File: config.mk
export PLATFORM = sky130hd
export DESIGN_NAME = instruction_prefetcher
export DESIGN_NICKNAME = d
export VERILOG_FILES = /design/src/rtl/instruction_prefetcher_pkg.sv /design/src/rtl/fetch_queue.sv /design/src/rtl/instruction_prefetcher.sv
export SDC_FILE = /design/constraint.sdc
export NUM_CORES = 1
export LEC_CHECK = 0
export CAP_MARGIN = 20
export CORE_ASPECT_RATIO = 0.9
export CORE_MARGIN = 2
export CORE_UTILIZATION = 39
export DETAILED_ROUTE_END_ITERATION = 7
export PLACE_DENSITY_LB_ADDON = 0.12
export SYNTH_ARGS = -nofsm -noshare
export SYNTH_HDL_FRONTEND = slang
export SYNTH_HIERARCHICAL = 1
export SYNTH_SLANG_ARGS = --single-unit
File: constraint.sdc
create_clock -name clk_in -period 5.9 [get_ports clk_in]
set_input_delay 0.59 -clock clk_in [delete_from_list [all_inputs] [get_ports clk_in]]
set_output_delay 0.59 -clock clk_in [all_outputs]
set_load 0.01 [all_outputs]
File: src/rtl/instruction_prefetcher_pkg.sv
// Shared constants for the instruction prefetcher: RISC-V opcodes used for
// static prediction, the fetch FSM encoding and the default reset PC.
package instruction_prefetcher_pkg;

  localparam logic [6:0]  OPC_JAL          = 7'b1101111;
  localparam logic [6:0]  OPC_BRANCH       = 7'b1100011;
  localparam logic [31:0] DEFAULT_RESET_PC = '0;

  typedef enum logic [1:0] {
    IDLE     = 2'd0,
    WAIT_MEM = 2'd1,
    DISCARD  = 2'd2
  } fetch_state_t;

endpackage

File: src/rtl/fetch_queue.sv
// In-order fetch queue of {inst, PC, pred_taken} entries with a flush input.
// Head fields read as zero while the queue is empty.
module fetch_queue #(
  parameter int unsigned ADDR_WIDTH = 32,
  parameter int unsigned INST_WIDTH = 32,
  parameter int unsigned DEPTH      = 4
) (
  input  logic                  clk,
  input  logic                  rst,
  input  logic                  enq,
  input  logic [INST_WIDTH-1:0] enq_inst,
  input  logic [ADDR_WIDTH-1:0] enq_pc,
  input  logic                  enq_pred,
  input  logic                  deq,
  input  logic                  flush,
  output logic                  full,
  output logic                  valid,
  output logic [INST_WIDTH-1:0] head_inst,
  output logic [ADDR_WIDTH-1:0] head_pc,
  output logic                  head_pred
);

  localparam int unsigned PTR_W = $clog2(DEPTH);

  logic [INST_WIDTH-1:0] inst_mem [DEPTH];
  logic [ADDR_WIDTH-1:0] pc_mem   [DEPTH];
  logic                  pred_mem [DEPTH];
  logic [PTR_W-1:0]      wr_ptr;
  logic [PTR_W-1:0]      rd_ptr;
  logic [PTR_W:0]        count;

  always_ff @(posedge clk or posedge rst) begin
    if (rst) begin
      wr_ptr <= '0;
      rd_ptr <= '0;
      count  <= '0;
    end else if (flush) begin
      wr_ptr <= '0;
      rd_ptr <= '0;
      count  <= '0;
    end else begin
      if (enq) wr_ptr <= wr_ptr + 1'b1;
      if (deq) rd_ptr <= rd_ptr + 1'b1;
      if (enq && !deq)      count <= count + 1'b1;
      else if (!enq && deq) count <= count - 1'b1;
    end
  end

  always_ff @(posedge clk) begin
    if (enq) begin
      inst_mem[wr_ptr] <= enq_inst;
      pc_mem[wr_ptr]   <= enq_pc;
      pred_mem[wr_ptr] <= enq_pred;
    end
  end

  always_comb begin
    valid     = (count != '0);
    full      = (count == (PTR_W + 1)'(DEPTH));
    head_inst = valid ? inst_mem[rd_ptr] : '0;
    head_pc   = valid ? pc_mem[rd_ptr]   : '0;
    head_pred = valid ? pred_mem[rd_ptr] : 1'b0;
  end

endmodule

File: src/rtl/instruction_prefetcher.sv
// Instruction fetch front end: icache lookup, memory fill on miss, static
// branch/JAL prediction and an in-order queue feeding the decoder.
module instruction_prefetcher
  import instruction_prefetcher_pkg::*;
#(
  parameter int unsigned           ADDR_WIDTH  = 32,
  parameter int unsigned           INST_WIDTH  = 32,
  parameter int unsigned           QUEUE_DEPTH = 4,
  parameter bit                    PREDICT_EN  = 1'b1,
  parameter logic [ADDR_WIDTH-1:0] RESET_PC    = ADDR_WIDTH'(DEFAULT_RESET_PC)
) (
  input  logic                  clk_in,
  input  logic                  rst_in,
  input  logic                  rdy_in,
  output logic [ADDR_WIDTH-1:0] if_to_ic_addr,
  input  logic                  ic_to_if_hit,
  input  logic [INST_WIDTH-1:0] ic_to_if_hit_inst,
  output logic                  if_to_ic_ready,
  output logic [ADDR_WIDTH-1:0] if_to_ic_inst_addr,
  output logic [INST_WIDTH-1:0] if_to_ic_inst,
  output logic                  if_to_mc_ready,
  output logic [ADDR_WIDTH-1:0] if_to_mc_PC,
  input  logic                  mc_to_if_ready,
  input  logic [INST_WIDTH-1:0] mc_to_if_inst,
  output logic                  if_to_dc_ready,
  input  logic                  dc_to_if_accept,
  output logic [INST_WIDTH-1:0] if_to_dc_inst,
  output logic [ADDR_WIDTH-1:0] if_to_dc_PC,
  output logic                  if_to_dc_pred_taken,
  input  logic                  alter_valid,
  input  logic [ADDR_WIDTH-1:0] alterPC
);

  fetch_state_t          state;
  logic [ADDR_WIDTH-1:0] pc;
  logic [ADDR_WIDTH-1:0] next_pc;
  logic [INST_WIDTH-1:0] fetch_inst;
  logic [20:0]           j_imm;
  logic [12:0]           b_imm;
  logic                  pred_taken;
  logic                  q_full;
  logic                  enq;
  logic                  deq;
  logic                  flush;

  assign if_to_ic_addr = pc;

  // The word being enqueued this cycle also drives the next-PC prediction.
  always_comb begin
    fetch_inst = (state == WAIT_MEM) ? mc_to_if_inst : ic_to_if_hit_inst;
    j_imm      = {fetch_inst[31], fetch_inst[19:12], fetch_inst[20], fetch_inst[30:21], 1'b0};
    b_imm      = {fetch_inst[31], fetch_inst[7], fetch_inst[30:25], fetch_inst[11:8], 1'b0};
    next_pc    = pc + ADDR_WIDTH'(4);
    pred_taken = 1'b0;
    if (PREDICT_EN) begin
      if (fetch_inst[6:0] == OPC_JAL) begin
        next_pc    = pc + ADDR_WIDTH'($signed(j_imm));
        pred_taken = 1'b1;
      end else if (fetch_inst[6:0] == OPC_BRANCH && fetch_inst[31]) begin
        next_pc    = pc + ADDR_WIDTH'($signed(b_imm));
        pred_taken = 1'b1;
      end
    end
    enq   = rdy_in && !alter_valid &&
            ((state == IDLE && !q_full && ic_to_if_hit) ||
             (state == WAIT_MEM && mc_to_if_ready));
    deq   = rdy_in && !alter_valid && if_to_dc_ready && dc_to_if_accept;
    flush = rdy_in && alter_valid;
  end

  always_ff @(posedge clk_in or posedge rst_in) begin
    if (rst_in) begin
      state              <= IDLE;
      pc                 <= RESET_PC;
      if_to_ic_ready     <= 1'b0;
      if_to_ic_inst_addr <= '0;
      if_to_ic_inst      <= '0;
      if_to_mc_ready     <= 1'b0;
      if_to_mc_PC        <= '0;
    end else if (rdy_in) begin
      if_to_ic_ready <= 1'b0;
      if (alter_valid) begin
        // Redirect: any in-flight response is dropped, either now or in DISCARD.
        pc             <= alterPC;
        if_to_mc_ready <= 1'b0;
        if (state == WAIT_MEM)
          state <= mc_to_if_ready ? IDLE : DISCARD;
        else if (state == DISCARD && mc_to_if_ready)
          state <= IDLE;
      end else begin
        unique case (state)
          IDLE: begin
            if (!q_full) begin
              if (ic_to_if_hit) begin
                pc <= next_pc;
              end else begin
                if_to_mc_ready <= 1'b1;
                if_to_mc_PC    <= pc;
                state          <= WAIT_MEM;
              end
            end
          end
          WAIT_MEM: begin
            if (mc_to_if_ready) begin
              pc                 <= next_pc;
              if_to_mc_ready     <= 1'b0;
              if_to_ic_ready     <= 1'b1;
              if_to_ic_inst_addr <= pc;
              if_to_ic_inst      <= mc_to_if_inst;
              state              <= IDLE;
            end
          end
          DISCARD: begin
            if (mc_to_if_ready) state <= IDLE;
          end
          default: state <= IDLE;
        endcase
      end
    end
  end

  fetch_queue #(
    .ADDR_WIDTH (ADDR_WIDTH),
    .INST_WIDTH (INST_WIDTH),
    .DEPTH      (QUEUE_DEPTH)
  ) u_queue (
    .clk       (clk_in),
    .rst       (rst_in),
    .enq       (enq),
    .enq_inst  (fetch_inst),
    .enq_pc    (pc),
    .enq_pred  (pred_taken),
    .deq       (deq),
    .flush     (flush),
    .full      (q_full),
    .valid     (if_to_dc_ready),
    .head_inst (if_to_dc_inst),
    .head_pc   (if_to_dc_PC),
    .head_pred (if_to_dc_pred_taken)
  );

endmodule

==> impl_metrics.yaml, run 1 <==
synthesis:
  seq_area_frac_synth_pct: 56.72
  syn_nets: 1639
  async_flop_share_pct: 34.84
  synth_edf_count: 260
  synth_flop_cell: "edfxtp_1"
  ys_seq_elements: 399
  syn_area_mm2: 0.01990
  ys_types: 88
  syn-instance-count: 1478
  avgSynthCellArea_um2: 13.46
  yosysWarnings: 6
global_routing:
  grt_usage_pct: 23.32
  grt_pass1_wl_mm: 92.94
  grt_pass1_vias: 14270
  grt_max_degree: 106
  antenna_found_initial: 2
  grt-ovfl-total: 0
placed_design:
  place.gp.congestion: 0.9308
  placed_area_mm2: 0.02358
  dp_hpwl_mm: 41.19
  port_buffers: 298
  place_ws_ps: 1006
  dp.cells: 2404
pwr:
  powerDensity_mw_per_mm2: 528.4
  leakagePower_nw: 9.014
  p_int_mw: 8.320
  total_power_mw: 13.26
  seqPwrFrac_pct: 32.9
  ir_drop_uv: 269.4
  p_switching_mw: 4.939
  switching_share_pct: 37.25
  power_frac_clock_pct: 21.4
  comb_power_share_pct: 45.6
sta:
  skew_ps: 15.44
  period_share_pct: 83.93
  max_freq_mhz: 202.0
  worst_pin_slew_ps: 1064
  setup_viol: 0
  fin_crit_ps: 4952
  fin_ws_ps: 948.4
  tns_ps: 0
  hold_viol: 0
  drv_slew: 0
  relSlewSlack_pct: 29.08
  rsz0062_at_grt: "no"
worst_setup_path:
  r2r_cells: 12
  path_max_fanout: 25
  crit_arrival_ps: 5390
  r2r_slack_ps: 950
  required_ps: 6340
  critPathSlowestCell: "o41ai_1"
  endpoint_kind: "flop"
  critPathKind: "flop to flop"
  start_kind: "flop"
  slowest_delay_ps: 720
  regToRegEndpoint: "if_to_ic_addr[29]"
  cp_cell_sequence: "inv_1, ha_2, mux2i_1, inv_1, ha_1, nor2_1, or4_1, o41ai_1, a21oi_1, xnor2_1, a221oi_1, a21oi_1"
  rr_startpoint: "state[1]"
floorplanning:
  core_mm2: 0.05036
  die_y_um: 218.3
  initial_core_util_pct: 39.51
  core.rowCount: 78
  design.die.area_mm2: 0.05285
  io_pins: 299
  fp.dieW_um: 242.1
clocking:
  cts.clk_slew.worst_paths_ps: 70
  cts_buffer_depth: 3
  cts-root-buf: "clkbuf_16"
  insertion_delay_ps: 580
  cts_max_level: 2
  cts_buffers: 44
  post_cts_buffers: 0
  cts_resized: 0
  cts_sinks: 399
  cts_tree: "done"
  cts_hold_buf: 0
min_path:
  holdCritPathClass: "input pin to asynchronous set/reset pin"
layout:
  finish.instance_area_mm2: 0.02509
  final_common_cell: "clkdlybuf4s50_1"
  final_net_count: 1932
  area_growth_pct: 26.11
  layout-drive-gt1-share_pct: 18.01
  stdcell_count: 2486
  final_cell_mix: "298 x clkdlybuf4s50_1, 260 x edfxtp_1, 137 x dfrtp_1"
detailed_routing:
  wl_per_cell_um: 24.87
  antenna_left: 0
  drt_iter0_markers: 919
  via_per_inst: 5.565
  dr.pass1.iters: 5
  drcViolationCount: 0
  routed_wl_mm: 61.83
  vias: 13840
run:
  cap_violations: 0
run_status:
  outcome: "finished, final reports clean"
==> cells by family (layout without fill, tap and decap cells) <==
group                      Yosys count  count (layout)  share of synthesized area [%]
xor gates and xnor gates            56              56                          2.465
adders and majority gates           58              58                          3.760
DFF                                399             399                          56.72
and+or+nand+nor                    350             350                          9.181
buffers and inverters              114             441                          2.767
muxes                              202             202                          15.05
AOI/OAI and AO/OA                  299             299                          10.05
other                                0               1                              0
==> routing by layer <==
metal / up-vias / part of all wire, % / wire [um] / global-route usage (%)
met3: 90 / 4.4 / 2726 / 3.254
met4: 0 / 2.4 / 1462 / 6.337
met1: 7094 / 44 / 27470 / 31.36
met5: - / 0 / 0 / 0
li1: 6240 / - / - / -
met2: 411 / 49 / 30170 / 39.76
==> how the worst max path moves through the flow <==
stage          slack [ps]      from                 to
6_report              950  state[1]  if_to_ic_addr[29]
5_1_grt               630  state[1]  if_to_ic_addr[23]
4_1_cts               980  state[1]  if_to_ic_addr[29]
3_5_place_dp         1010  state[1]  if_to_ic_addr[29]
3_3_place_gp         1080  state[1]  if_to_ic_addr[29]
2_1_floorplan        1690  state[1]  if_to_ic_addr[24]
==> worst max-delay path: cells and delay by family (launching register included) <==
family          cells  cell delay [ps]
mux                 1              400
simple gates        2              640
buf+inv             2              630
fa+ha+maj           2             1310
compound gates      4             1240
flops               1              430
xor+xnor            1              160
==> sequential cells by signal, summed over array words and instances (netlist names) <==
register	count
state	2
if_to_ic_addr	32
u_queue/count	3
u_queue/inst_mem	128
if_to_ic_inst	32
if_to_mc_ready	1
u_queue/wr_ptr	2
u_queue/rd_ptr	2
if_to_mc_PC	32
if_to_ic_ready	1
u_queue/pred_mem	4
u_queue/pc_mem	128
if_to_ic_inst_addr	32
==> per-stage QoR <==
step | util [%] | hold WS (ps)
final | 49.83 | 384.0
after global routing | 49.83 | 402.5
after CTS | 49.77 | 399.4
after detailed placement | 46.82 | 482.2
after global placement | 46.82 | 477.0
after floorplan | - | 393.4
==> area by class of cell <==
class | count | area [um2]
fillers | 4479 | 25270
clock buffers | 54 | 1191
repair buffers | 331 | 3251
diodes | 1 | 2.502
multi-input cells | 965 | 8094
inverters | 30 | 117.6
well taps | 680 | 850.8
clock inverters | 26 | 292.8
flip-flops and latches | 399 | 11290
==> synthesized netlist by cell type (all sizes together) (12+ instances only) <==
cell type | number | share of area, %
nand3 | 34 | 0.86
inv | 29 | 0.55
and2 | 76 | 2.4
nand4 | 17 | 0.53
o21ai | 69 | 1.7
a21o | 17 | 0.65
xnor2 | 33 | 1.5
a21oi | 84 | 2.1
nor2 | 53 | 1.0
mux4 | 65 | 7.4
buf | 34 | 1.3
xor2 | 23 | 1.0
ha | 55 | 3.5
a211oi | 21 | 0.82
mux2 | 128 | 7.2
and3 | 13 | 0.41
clkbuf | 50 | 0.95
edfxtp | 260 | 39
o211ai | 21 | 0.79
dfrtp | 139 | 17
o22ai | 12 | 0.41
nand2 | 96 | 1.8
==> power groups by stage <==
stage	combinational [mW]	clock, mW	sequential [mW]
detailed placement	6.06	0	4.43
CTS	6.09	2.91	4.38
global placement	6.06	0	4.40
global route	6.54	3.03	4.46
finish	6.05	2.84	4.37
floorplan	3.41	0	4.32
Power figures use the tool's default switching activity.
==> inputs of run 2 (changes only) <==
- clock period: 5.9 -> 4.2 ns (I/O delays scaled with it)
==> run 2 against run 1 <==
Worst hold slack got worse by 97 ps. Design area increased by 2.6%. Sequential power increased by 35%. Largest cell class unchanged.
==> impl_metrics.yaml, run 2 (synthesized netlist as in run 1, its figures left out) <==
worst_setup_path:
  endpoint_kind: "flop"
  required_ps: 4670
  crit_arrival_ps: 4460
  r2r_cells: 14
  regToRegEndpoint: "if_to_ic_addr[22]"
  path_max_fanout: 12
  slowest_delay_ps: 540
  start_kind: "flop"
  critPathKind: "flop to flop"
  cp_cell_sequence: "inv_1, ha_2, buf_12, buf_4, mux2_2, ha_1, o211ai_1, o211ai_1, a31oi_2, o311a_2, a21oi_2, a221o_1, o21ai_1, a221o_1"
  rr_startpoint: "state[1]"
  critPathSlowestCell: "o311a_2"
  r2r_slack_ps: 210
pwr:
  ir_drop_uv: 404.2
  p_switching_mw: 7.077
  comb_power_share_pct: 48.5
  leakagePower_nw: 9.345
  total_power_mw: 19.14
  switching_share_pct: 36.97
  p_int_mw: 12.07
  power_frac_clock_pct: 20.7
  powerDensity_mw_per_mm2: 743.6
  seqPwrFrac_pct: 30.8
sta:
  max_freq_mhz: 250.6
  skew_ps: 12.39
  worst_pin_slew_ps: 805.5
  fin_crit_ps: 3991
  setup_viol: 0
  drv_slew: 0
  relSlewSlack_pct: 46.30
  rsz0062_at_grt: "no"
  holdWs_ps: 286.6
  hold_viol: 0
  period_share_pct: 95.01
  tns_ps: 0
layout:
  utilization_pct: 51.12
  layout-drive-gt1-share_pct: 21.55
  final_common_cell: "clkdlybuf4s50_1"
  final_cell_mix: "298 x clkdlybuf4s50_1, 260 x edfxtp_1, 137 x dfrtp_1"
  area_growth_pct: 29.37
  final_net_count: 1995
  stdcell_count: 2550
  antennaDiodeCount: 0
  top_regs: "u_queue/inst_mem x128, u_queue/pc_mem x128"
detailed_routing:
  met2_length_mm: 30.00
  routed_wl_mm: 63.12
  antenna_left: 0
  top_layer: "met4"
  wl_met1_mm: 27.86
  drcViolationCount: 0
  dr.pass1.iters: 5
  wl_met3_mm: 3.301
  drt_iter0_markers: 1060
  via_per_inst: 5.606
  vias: 14300
  wl_per_cell_um: 24.75
floorplanning:
  fp.dieW_um: 242.1
  initial_core_util_pct: 39.51
  design.die.area_mm2: 0.05285
  io_pins: 299
  die_y_um: 218.3
  core.rowCount: 78
  core_mm2: 0.05036
clocking:
  cts.clk_slew.worst_paths_ps: 60
  cts_tree: "done"
  cts_max_level: 2
  cts_buffer_depth: 3
  cts_buffers: 45
  cts-root-buf: "clkbuf_16"
  cts_sinks: 399
  insertion_delay_ps: 580
global_routing:
  antenna_found_initial: 0
  grt_pass1_wl_mm: 93.85
  grt-ovfl-total: 0
  grt_max_degree: 66
  grt_usage_pct: 23.72
  grt_pass1_vias: 14480
placed_design:
  place.gp.congestion: 0.9384
  port_buffers: 298
  dp_hpwl_mm: 44.12
  dp.cells: 2462
run:
  cap_violations: 0
run_status:
  outcome: "finished, final reports clean"
min_path:
  holdCritPathClass: "input pin to asynchronous set/reset pin"
## run 2: cell count changes in the layout (fill, tap and decap cells not counted), sizes merged
| cell | before | now |
|---|---|---|
| buf | 33 | 95 |
| bufinv | 6 | 4 |
| clkinvlp | 2 | 3 |
| inv | 29 | 32 |
| diode | 1 | 0 |
| clkinv | 19 | 12 |
| clkbuf | 54 | 62 |
## run 2: worst max-delay path, delay by kind of cell (launching register included)
family / cells / cell delay, ps
DFF: 1 / 420
adders and majority gates: 2 / 640
muxes: 1 / 380
AOI/OAI and AO/OA: 8 / 2020
buffers and inverters: 3 / 400
## run 2: cell type report
cell class                 count  area [um2]
clock buffer                  62        1251
sequential                   399       11290
tap                          680       850.8
clock inverter                21       236.5
inverter                      30       117.6
timing repair buffer         393        3809
fill                        4456       24620
multi-input combinational    965        8184
## run 2: what timing repair did
action	in CTS	in global routing
hold buffers	0	0
gates resized for setup	0	16
buffers inserted	0	5
endpoints found under the setup margin	0	10
## run 2: worst max path at each step
| stage | from | endpoint | slack (ps) | depth (start not counted) |
|---|---|---|---|---|
| global route | state[1] | if_to_ic_addr[23] | 10 | 16 |
| CTS | state[1] | if_to_ic_addr[23] | 70 | 16 |
| detailed placement | state[1] | if_to_ic_addr[23] | 70 | 16 |
| global placement | state[1] | if_to_ic_addr[31] | 120 | 16 |
| finish | state[1] | if_to_ic_addr[22] | 210 | 14 |
| floorplan | state[1] | if_to_ic_addr[24] | 110 | 16 |
## run 2: routing by layer
| metal | track usage (%) | vias to the layer above |
|---|---|---|
| met3 | 4.089 | 110 |
| met4 | 8.333 | 0 |
| met2 | 38.69 | 444 |
| li1 | - | 6380 |
| met5 | 0 | - |
| met1 | 32.10 | 7362 |
## run 2: through the flow
| step | setup slack (ps) | area (um2) |
|---|---|---|
| 2_1_floorplan | 112.2 | 19900 |
| 5_1_grt | 11.18 | 25740 |
| 4_1_cts | 66.52 | 25610 |
| 3_5_place_dp | 65.40 | 24120 |
| 3_3_place_gp | 122.7 | 24120 |
| 6_report | 209.4 | 25740 |
## run 2: power groups by stage
stage / clock network (mW) / logic (mW) / registers [mW]
floorplan: 0 / 4.79 / 6.07
global placement: 0 / 9.11 / 5.94
detailed placement: 0 / 9.15 / 5.97
CTS: 4.06 / 9.20 / 5.90
global route: 4.21 / 10.0 / 6.00
finish: 3.96 / 9.29 / 5.89
==> inputs of run 3 (changes only) <==
- CORE_UTILIZATION: 39 -> 40
==> run 3 against run 2 <==
Setup slack got worse by 48 ps. Final cell count is 1.7% lower. Sequential share of layout area grew 0.066 points. Critical endpoint is now if_to_ic_addr[24]. Worst hold slack lost 46 ps. Register-to-register slack got worse by 50 ps. Via count decreased by 1.0%. Critical path type unchanged. Sequential power decreased by 1%. Design area decreased by 0.15%. Utilization rose by 1.2 points.
==> impl_metrics.yaml, run 3 (synthesized netlist as in run 1, its figures left out) <==
placed_design:
  port_buffers: 298
  place_ws_ps: 47.67
  dp_hpwl_mm: 42.66
  place.gp.congestion: 0.9476
sta:
  fin_ws_ps: 161.0
  skew_ps: 17.47
  drv_slew: 0
  hold_viol: 0
  holdWs_ps: 240.4
  max_freq_mhz: 247.6
  period_share_pct: 96.17
  setup_viol: 0
  fin_crit_ps: 4039
  worst_pin_slew_ps: 1048
  relSlewSlack_pct: 30.15
min_path:
  holdCritPathClass: "input pin to asynchronous set/reset pin"
floorplanning:
  initial_core_util_pct: 40.50
  core_mm2: 0.04913
  design.die.area_mm2: 0.05155
  core.rowCount: 77
  fp.dieW_um: 239.1
  io_pins: 299
  die_y_um: 215.6
clocking:
  cts_max_level: 2
  cts_buffer_depth: 3
  cts-root-buf: "clkbuf_16"
  cts.clk_slew.worst_paths_ps: 70
  cts_tree: "done"
  cts_hold_buf: 0
  cts_sinks: 399
  insertion_delay_ps: 580
  cts_buffers: 44
worst_setup_path:
  slowest_delay_ps: 450
  path_max_fanout: 10
  rr_startpoint: "state[1]"
  crit_arrival_ps: 4540
  endpoint_kind: "flop"
  start_kind: "flop"
  critPathKind: "flop to flop"
  r2r_slack_ps: 160
  cp_cell_sequence: "inv_1, ha_4, buf_4, mux2_2, ha_1, a21oi_1, o21ai_0, a221oi_2, or3_4, a211o_2, o21ai_1, mux2_2, a21oi_1"
  critPathSlowestCell: "ha_1"
  regToRegEndpoint: "if_to_ic_addr[24]"
  required_ps: 4700
  r2r_cells: 13
pwr:
  powerDensity_mw_per_mm2: 750.8
  leakagePower_nw: 9.382
  ir_drop_uv: 426.0
detailed_routing:
  top_layer: "met4"
  drcViolationCount: 0
  wl_met3_mm: 2.983
  vias: 14150
  wl_per_cell_um: 25.00
  met2_length_mm: 30.41
  dr.pass1.iters: 6
  via_per_inst: 5.646
  antenna_left: 0
  routed_wl_mm: 62.64
  wl_met1_mm: 27.50
  drt_iter0_markers: 926
global_routing:
  grt_usage_pct: 24.30
  grt_max_degree: 85
  grt-ovfl-total: 0
  grt_pass1_vias: 14700
  antenna_found_initial: 0
  grt_pass1_wl_mm: 93.56
layout:
  top_regs: "u_queue/inst_mem x128, u_queue/pc_mem x128"
  final_net_count: 1998
  final_common_cell: "clkdlybuf4s50_1"
  layout-drive-gt1-share_pct: 21.41
  area_growth_pct: 29.18
  final_cell_mix: "297 x clkdlybuf4s50_1, 260 x edfxtp_1, 137 x dfrtp_1"
run_status:
  outcome: "finished, final reports clean"
run:
  cap_violations: 0
-- run 3: cell types whose count changed in the layout (fill, tap and decap cells not counted), sizes merged, moves of 2 or more --
cell | before | now
inv | 32 | 29
clkbuf | 62 | 56
bufinv | 4 | 6
clkinv | 12 | 18
buf | 95 | 100
-- run 3: layout make-up --
| cell class | count | area, um2 |
|---|---|---|
| fill | 4228 | 23430 |
| timing repair buffer | 397 | 3821 |
| clock buffer | 56 | 1229 |
| sequential | 399 | 11290 |
| antenna | 1 | 2.502 |
| inverter | 30 | 117.6 |
| tap | 632 | 790.8 |
| multi-input combinational | 965 | 8137 |
| clock inverter | 26 | 312.8 |
-- run 3: per-layer routing --
layer  vias to the layer above  global-route usage (%)
li1                       6383                       -
met1                      7252                   32.64
met2                       422                   40.22
met3                        93                   4.029
met4                         0                   7.938
met5                         -                       0
-- run 3: how the worst max path moves through the flow --
stage          slack, ps  depth (start not counted)     start                end
2_1_floorplan        110                         16  state[1]  if_to_ic_addr[24]
3_3_place_gp         170                         14  state[1]  if_to_ic_addr[23]
3_5_place_dp          50                         14  state[1]  if_to_ic_addr[23]
4_1_cts               40                         14  state[1]  if_to_ic_addr[23]
5_1_grt               -2                         13  state[1]  if_to_ic_addr[24]
6_report             160                         13  state[1]  if_to_ic_addr[24]
-- run 3: power by group --
part           switching [mW]  total [mW]  leakage, nW  internal [mW]
Combinational            4.85        9.40         4.61           4.55
Clock                    1.64        4.10        0.749           2.45
Sequential              0.607        5.81         4.02           5.20
Total                    7.10        19.3         9.38           12.2
-- run 3: per-stage QoR --
| step | utilization, % | cell area, um2 | instances | setup TNS, ps | total power, mW |
|---|---|---|---|---|---|
| floorplan | - | 19900 | 1478 | 0 | 10.87 |
| finish | 52.31 | 25700 | 2506 | 0 | 19.30 |
| global route | 52.31 | 25700 | 2505 | -3.180 | 20.37 |
| global placement | 49.02 | 24090 | 2419 | 0 | 15.14 |
| detailed placement | 49.02 | 24090 | 2419 | 0 | 15.21 |
| CTS | 52.16 | 25630 | 2501 | 0 | 19.36 |
-- run 3: repair_timing --
action | in CTS | in global routing
gates resized for setup | 0 | 7
setup buffers | 0 | 4
setup endpoints to repair | 0 | 12
-- run 3: critical path: cells and delay by family, from the launching register on --
family	cells	cell delay, ps
buffers and inverters	2	310
and+or+nand+nor	1	420
AOI/OAI and AO/OA	6	1320
adders and majority gates	2	730
muxes	2	740
DFF	1	430
